--- src/rtl/inst_mem_loader.sv ---
// Boot loader for the instruction memory: takes a length-prefixed little-endian
// byte stream, writes one 32-bit word per cycle slot and releases the core when done.
module inst_mem_loader #(
    parameter int REG_SIZE       = 32,
    parameter int MEM_SIZE_IN_KB = 1,
    parameter int NO_OF_WORDS    = MEM_SIZE_IN_KB * 1024 / 4
) (
    input  logic                clk_i,
    input  logic                rst_i,
    input  logic                start_i,
    input  logic [7:0]          byte_data_i,
    input  logic                byte_valid_i,
    output logic                byte_ready_o,
    output logic                we_o,
    output logic [REG_SIZE-1:0] waddr_o,
    output logic [REG_SIZE-1:0] wdata_o,
    output logic [REG_SIZE-1:0] word_cnt_o,
    output logic                core_hold_o,
    output logic                done_o,
    output logic                err_o
);

    typedef enum logic [2:0] {
        S_IDLE,
        S_HDR,
        S_DATA,
        S_DONE,
        S_ERR
    } state_t;

    state_t              state_q;
    logic [1:0]          byte_cnt_q;
    logic [31:0]         shift_q;
    logic [31:0]         shift_d;
    logic [REG_SIZE-1:0] hdr_q;
    logic [REG_SIZE-1:0] word_cnt_q;
    logic [REG_SIZE-1:0] waddr_q;
    logic [REG_SIZE-1:0] wdata_q;
    logic                we_q;
    logic                ready_q;
    logic                hold_q;
    logic                done_q;
    logic                err_q;
    logic                accept;
    logic                last_byte;

    assign accept    = byte_valid_i && ready_q;
    assign last_byte = accept && (byte_cnt_q == 2'd3);
    // Bytes enter at the top so the first byte of a group ends up in bits [7:0].
    assign shift_d   = {byte_data_i, shift_q[31:8]};

    always_ff @(posedge clk_i) begin
        if (rst_i) begin
            state_q    <= S_IDLE;
            byte_cnt_q <= 2'd0;
            shift_q    <= 32'd0;
            hdr_q      <= '0;
            word_cnt_q <= '0;
            waddr_q    <= '0;
            wdata_q    <= '0;
            we_q       <= 1'b0;
            ready_q    <= 1'b0;
            hold_q     <= 1'b1;
            done_q     <= 1'b0;
            err_q      <= 1'b0;
        end else begin
            we_q <= 1'b0;
            if (accept) begin
                shift_q    <= shift_d;
                byte_cnt_q <= byte_cnt_q + 2'd1;
            end
            case (state_q)
                S_IDLE: begin
                    if (start_i) begin
                        state_q    <= S_HDR;
                        byte_cnt_q <= 2'd0;
                        word_cnt_q <= '0;
                        done_q     <= 1'b0;
                        ready_q    <= 1'b1;
                    end
                end
                S_HDR: begin
                    if (last_byte) begin
                        if (shift_d == 32'd0) begin
                            state_q <= S_DONE;
                            done_q  <= 1'b1;
                            hold_q  <= 1'b0;
                            ready_q <= 1'b0;
                        end else if (shift_d > 32'(NO_OF_WORDS)) begin
                            state_q <= S_ERR;
                            err_q   <= 1'b1;
                        end else begin
                            state_q <= S_DATA;
                            hdr_q   <= REG_SIZE'(shift_d);
                        end
                    end
                end
                S_DATA: begin
                    // word_cnt_q was bumped together with we_q, so equality marks the final write.
                    if (we_q && (word_cnt_q == hdr_q)) begin
                        state_q <= S_DONE;
                        done_q  <= 1'b1;
                        hold_q  <= 1'b0;
                        ready_q <= 1'b0;
                    end else if (last_byte) begin
                        we_q       <= 1'b1;
                        waddr_q    <= {word_cnt_q[REG_SIZE-3:0], 2'b00};
                        wdata_q    <= REG_SIZE'(shift_d);
                        word_cnt_q <= word_cnt_q + REG_SIZE'(1);
                    end
                end
                S_DONE: begin
                    if (start_i) begin
                        state_q    <= S_HDR;
                        byte_cnt_q <= 2'd0;
                        word_cnt_q <= '0;
                        done_q     <= 1'b0;
                        hold_q     <= 1'b1;
                        ready_q    <= 1'b1;
                    end
                end
                S_ERR: begin
                    // Drain forever; only reset leaves this state.
                end
                default: state_q <= S_IDLE;
            endcase
        end
    end

    assign byte_ready_o = ready_q;
    assign we_o         = we_q;
    assign waddr_o      = waddr_q;
    assign wdata_o      = wdata_q;
    assign word_cnt_o   = word_cnt_q;
    assign core_hold_o  = hold_q;
    assign done_o       = done_q;
    assign err_o        = err_q;

endmodule

--- config.mk ---
export PLATFORM = sky130hd
export DESIGN_NAME = inst_mem_loader
export DESIGN_NICKNAME = d
export VERILOG_FILES = /design/src/rtl/inst_mem_loader.sv
export SDC_FILE = /design/constraint.sdc
export NUM_CORES = 1
export LEC_CHECK = 0
export ABC_AREA = 0
export CORE_ASPECT_RATIO = 1.75
export CORE_MARGIN = 4
export CORE_UTILIZATION = 49
export CTS_CLUSTER_SIZE = 25
export DETAILED_ROUTE_END_ITERATION = 10
export PLACE_DENSITY = 0.77
export SLEW_MARGIN = 25
export SYNTH_ARGS = -nofsm -noshare
export SYNTH_HDL_FRONTEND = slang
export SYNTH_SLANG_ARGS = --single-unit
export TNS_END_PERCENT = 5
--- constraint.sdc ---
create_clock -name clk_i -period 2.5 [get_ports clk_i]
set_input_delay 0.75 -clock clk_i [delete_from_list [all_inputs] [get_ports clk_i]]
set_output_delay 0.75 -clock clk_i [all_outputs]
set_load 0.005 [all_outputs]
==> impl_metrics.env <==
export IMPL_final_area_sq_um=9560
export IMPL_dpl_cell_area_sq_um=8890
export IMPL_ys_seq_elements=160
export IMPL_power_leakage_nw=3.49
export IMPL_dpl_worst_slack_ns=-0.525
export IMPL_worst_r2r_setup_slack_ns=0.12
export IMPL_max_slew_worst_pin_slew_ns=0.760
export IMPL_status="completed"
export IMPL_gp_congestion=0.957
export IMPL_required_ns=2.77
export IMPL_numClockSinks=160
export IMPL_post_route_util_pct=66.5
export IMPL_final_max_slew_viol_count=0
export IMPL_async_flop_share_pct=0
export IMPL_clockRootBuffer="clkbuf_16"
export IMPL_ys_flop_type="dfxtp_1"
export IMPL_hold_path_class="reg -> reg"
export IMPL_finalSetupViolations=0
export IMPL_grt_pass1_wl_microns=35800
export IMPL_worst_r2r_endpoint="core_hold_o"
export IMPL_cpPeakStageDelay_ns=0.43
export IMPL_final_common_cell="dfxtp_1"
export IMPL_cp_slowest_cell="clkdlybuf4s50_1"
export IMPL_start_kind="input pin"
export IMPL_hp_start="waddr_o[7]"
export IMPL_ir_worst_vdd_uv=421
export IMPL_vias=7207
export IMPL_synth_top_cell_by_area="dfxtp_1"
export IMPL_synthCells=858
export IMPL_setup_ws_ns=0.00744
export IMPL_power_mw=5.78
export IMPL_fmax_mhz=401
export IMPL_cts_buffer_depth=2
export IMPL_viasPerCell=6.04
export IMPL_dieArea_sq_um=16800
export IMPL_final_cell_mix="dfxtp_1 (160), clkdlybuf4s50_1 (109), a21oi_1 (97), nand2_1 (95), nand3_1 (85)"
export IMPL_max_slew_margin_pct=49.3
export IMPL_port_buffers=110
export IMPL_syn2layout_area_growth_pct=32.9
export IMPL_antenna_found_initial=0
export IMPL_ios=113
export IMPL_cts_max_level=4
export IMPL_ys_types=57
export IMPL_totalWireLength_microns=23000
export IMPL_startpoint="byte_data_i[2]"
export IMPL_track_usage_pct=27.1
export IMPL_reg2reg_from="word_cnt_o[12]"
export IMPL_ys_warnings_count=0
export IMPL_crit_fanout=5
export IMPL_synthTopCellsByArea="dfxtp_1 (45%), a21oi_1 (6.7%), nand3_1 (6.0%)"
export IMPL_drive_above_1_share_pct=15.9
export IMPL_netlist_area_leader_share_pct=44.5
export IMPL_row_count=58
export IMPL_fin_crit_sh_pct=99.7
export IMPL_ctsHoldBuffers=0
export IMPL_powerDensity_nw_per_um2=604
export IMPL_initial_core_util_pct=50.1
export IMPL_avgRoutedWirePerCell_microns=19.3
export IMPL_clkLatencyLatePin_ns=0.43
export IMPL_worstPathCellList="clkdlybuf4s50_1 > nor4_2 > nand4_1 > nor2_2 > and3_1 > buf_4 > mux2i_1 > nor2_1"
export IMPL_ys_seq_area_share_pct=44.5
export IMPL_die_w_microns=99.6
export IMPL_clkTransAtPathRegs_ns=0.06
export IMPL_end_kind="register"
export IMPL_cp_arrival_ns=2.76
export IMPL_cts_tree="built"
export IMPL_synth_edf_count=0
export IMPL_skew_ns=0.00866
export IMPL_cts_made_buffers=17
export IMPL_fin_nets=1014
export IMPL_grt_max_degree=71
export IMPL_path_class="in -> reg"
export IMPL_postSynthAreaPerCell_sq_um=8.39
export IMPL_core_area_sq_um=14400
export IMPL_gr_total_overflow=0
export IMPL_grt_pass1_vias=7118
export IMPL_num_antenna_cells=0
export IMPL_rr_worst_depth=6
export IMPL_drcViolationCount=0
export IMPL_syn_area_sq_um=7190
export IMPL_finalHoldViolCount=0
export IMPL_fill_cells=1145
export IMPL_hold_end="waddr_o[7]"
export IMPL_hold_depth=2
export IMPL_dr_pass1_iters=5
export IMPL_period_needed_ns=2.49
export IMPL_drt_iter0_drc=471
export IMPL_hpwl_microns=15900
export IMPL_maxCapViolations=0
export IMPL_ant_nets=0
export IMPL_die_h_microns=168
[where the power goes]
part	switching [mW]	internal (mW)	leakage [nW]
Sequential	0.0543	2.58	1.29
Clock	1.16	1.54	0.298
Combinational	0.263	0.185	1.91
Total	1.47	4.30	3.49
[per-layer routing]
metal | up-vias | part of all wire [%] | GRT usage (%)
met1 | 3379 | 34 | 27.6
met3 | 121 | 5.4 | 4.48
met4 | 0 | 6.7 | 19.7
met2 | 355 | 53 | 48.6
met5 | - | 0 | 0
li1 | 3352 | - | -
[worst max-delay path by stage]
stage | to | slack, ns | cells past startpoint
final | hdr_q[8] | 0.007 | 8
after global routing | hdr_q[8] | -0.12 | 8
after CTS | word_cnt_o[22] | -0.03 | 8
after detailed placement | word_cnt_o[7] | -0.52 | 6
after global placement | word_cnt_o[7] | -0.45 | 6
after floorplan | word_cnt_o[22] | 0.06 | 6
[kinds of logic after synthesis]
family / share of synthesized area [%]
flops: 44.5
simple gates: 25.7
compound gates: 16.8
other cells: 0.0521
buf+inv: 5.84
xor+xnor: 4.26
mux: 2.50
fa+ha+maj: 0.348
[flip-flops by register name (all words and copies together) (netlist names)]
register	flops
byte_cnt_q	2
byte_ready_o	1
core_hold_o	1
done_o	1
err_o	1
hdr_q	32
shift_q	24
state_q	3
waddr_o	30
wdata_o	32
we_o	1
word_cnt_o	32
[synth_stat cells, types with 13 or more instances]
cell,instances
nand4_1,22
xnor2_1,14
or3_1,13
nor4_1,16
nand2_1,95
o21ai_0,69
and2_1,26
dfxtp_1,160
xor2_1,21
clkbuf_1,49
mux2i_1,18
nor2_1,35
nand3_1,86
a21oi_1,97
[worst max-delay path: cells and delay by family]
kind / cells / cell delay (ns)
simple gates: 5 / 1.12
buf+inv: 2 / 0.62
mux: 1 / 0.26
[through the flow]
step	cells	setup TNS [ns]	hold slack, ns
2_1_floorplan	859	0	0.440
5_1_grt	1193	-0.287	0.500
3_3_place_gp	1161	-27.62	0.446
4_1_cts	1193	-0.0320	0.474
6_report	1193	0	0.475
3_5_place_dp	1161	-36.95	0.458
[final cells by class]
class                      instances  area, sq um  area share (%)
clock buffer                      18          439            4.59
clock inverter                    14          171            1.79
inverter                           8         30.0           0.314
multi-input combinational        613         3640            38.1
sequential                       160         3200            33.5
tap                              180          225            2.36
timing repair buffer             200         1850            19.4
[repair_timing]
item | CTS | global route
gates cloned | 0 | 0
setup endpoints to repair | 8 | 50
gates resized for setup | 2 | 12
buffers inserted | 0 | 0
pin swaps | 0 | 4
No activity file was read; power rests on OpenSTA's default activity.
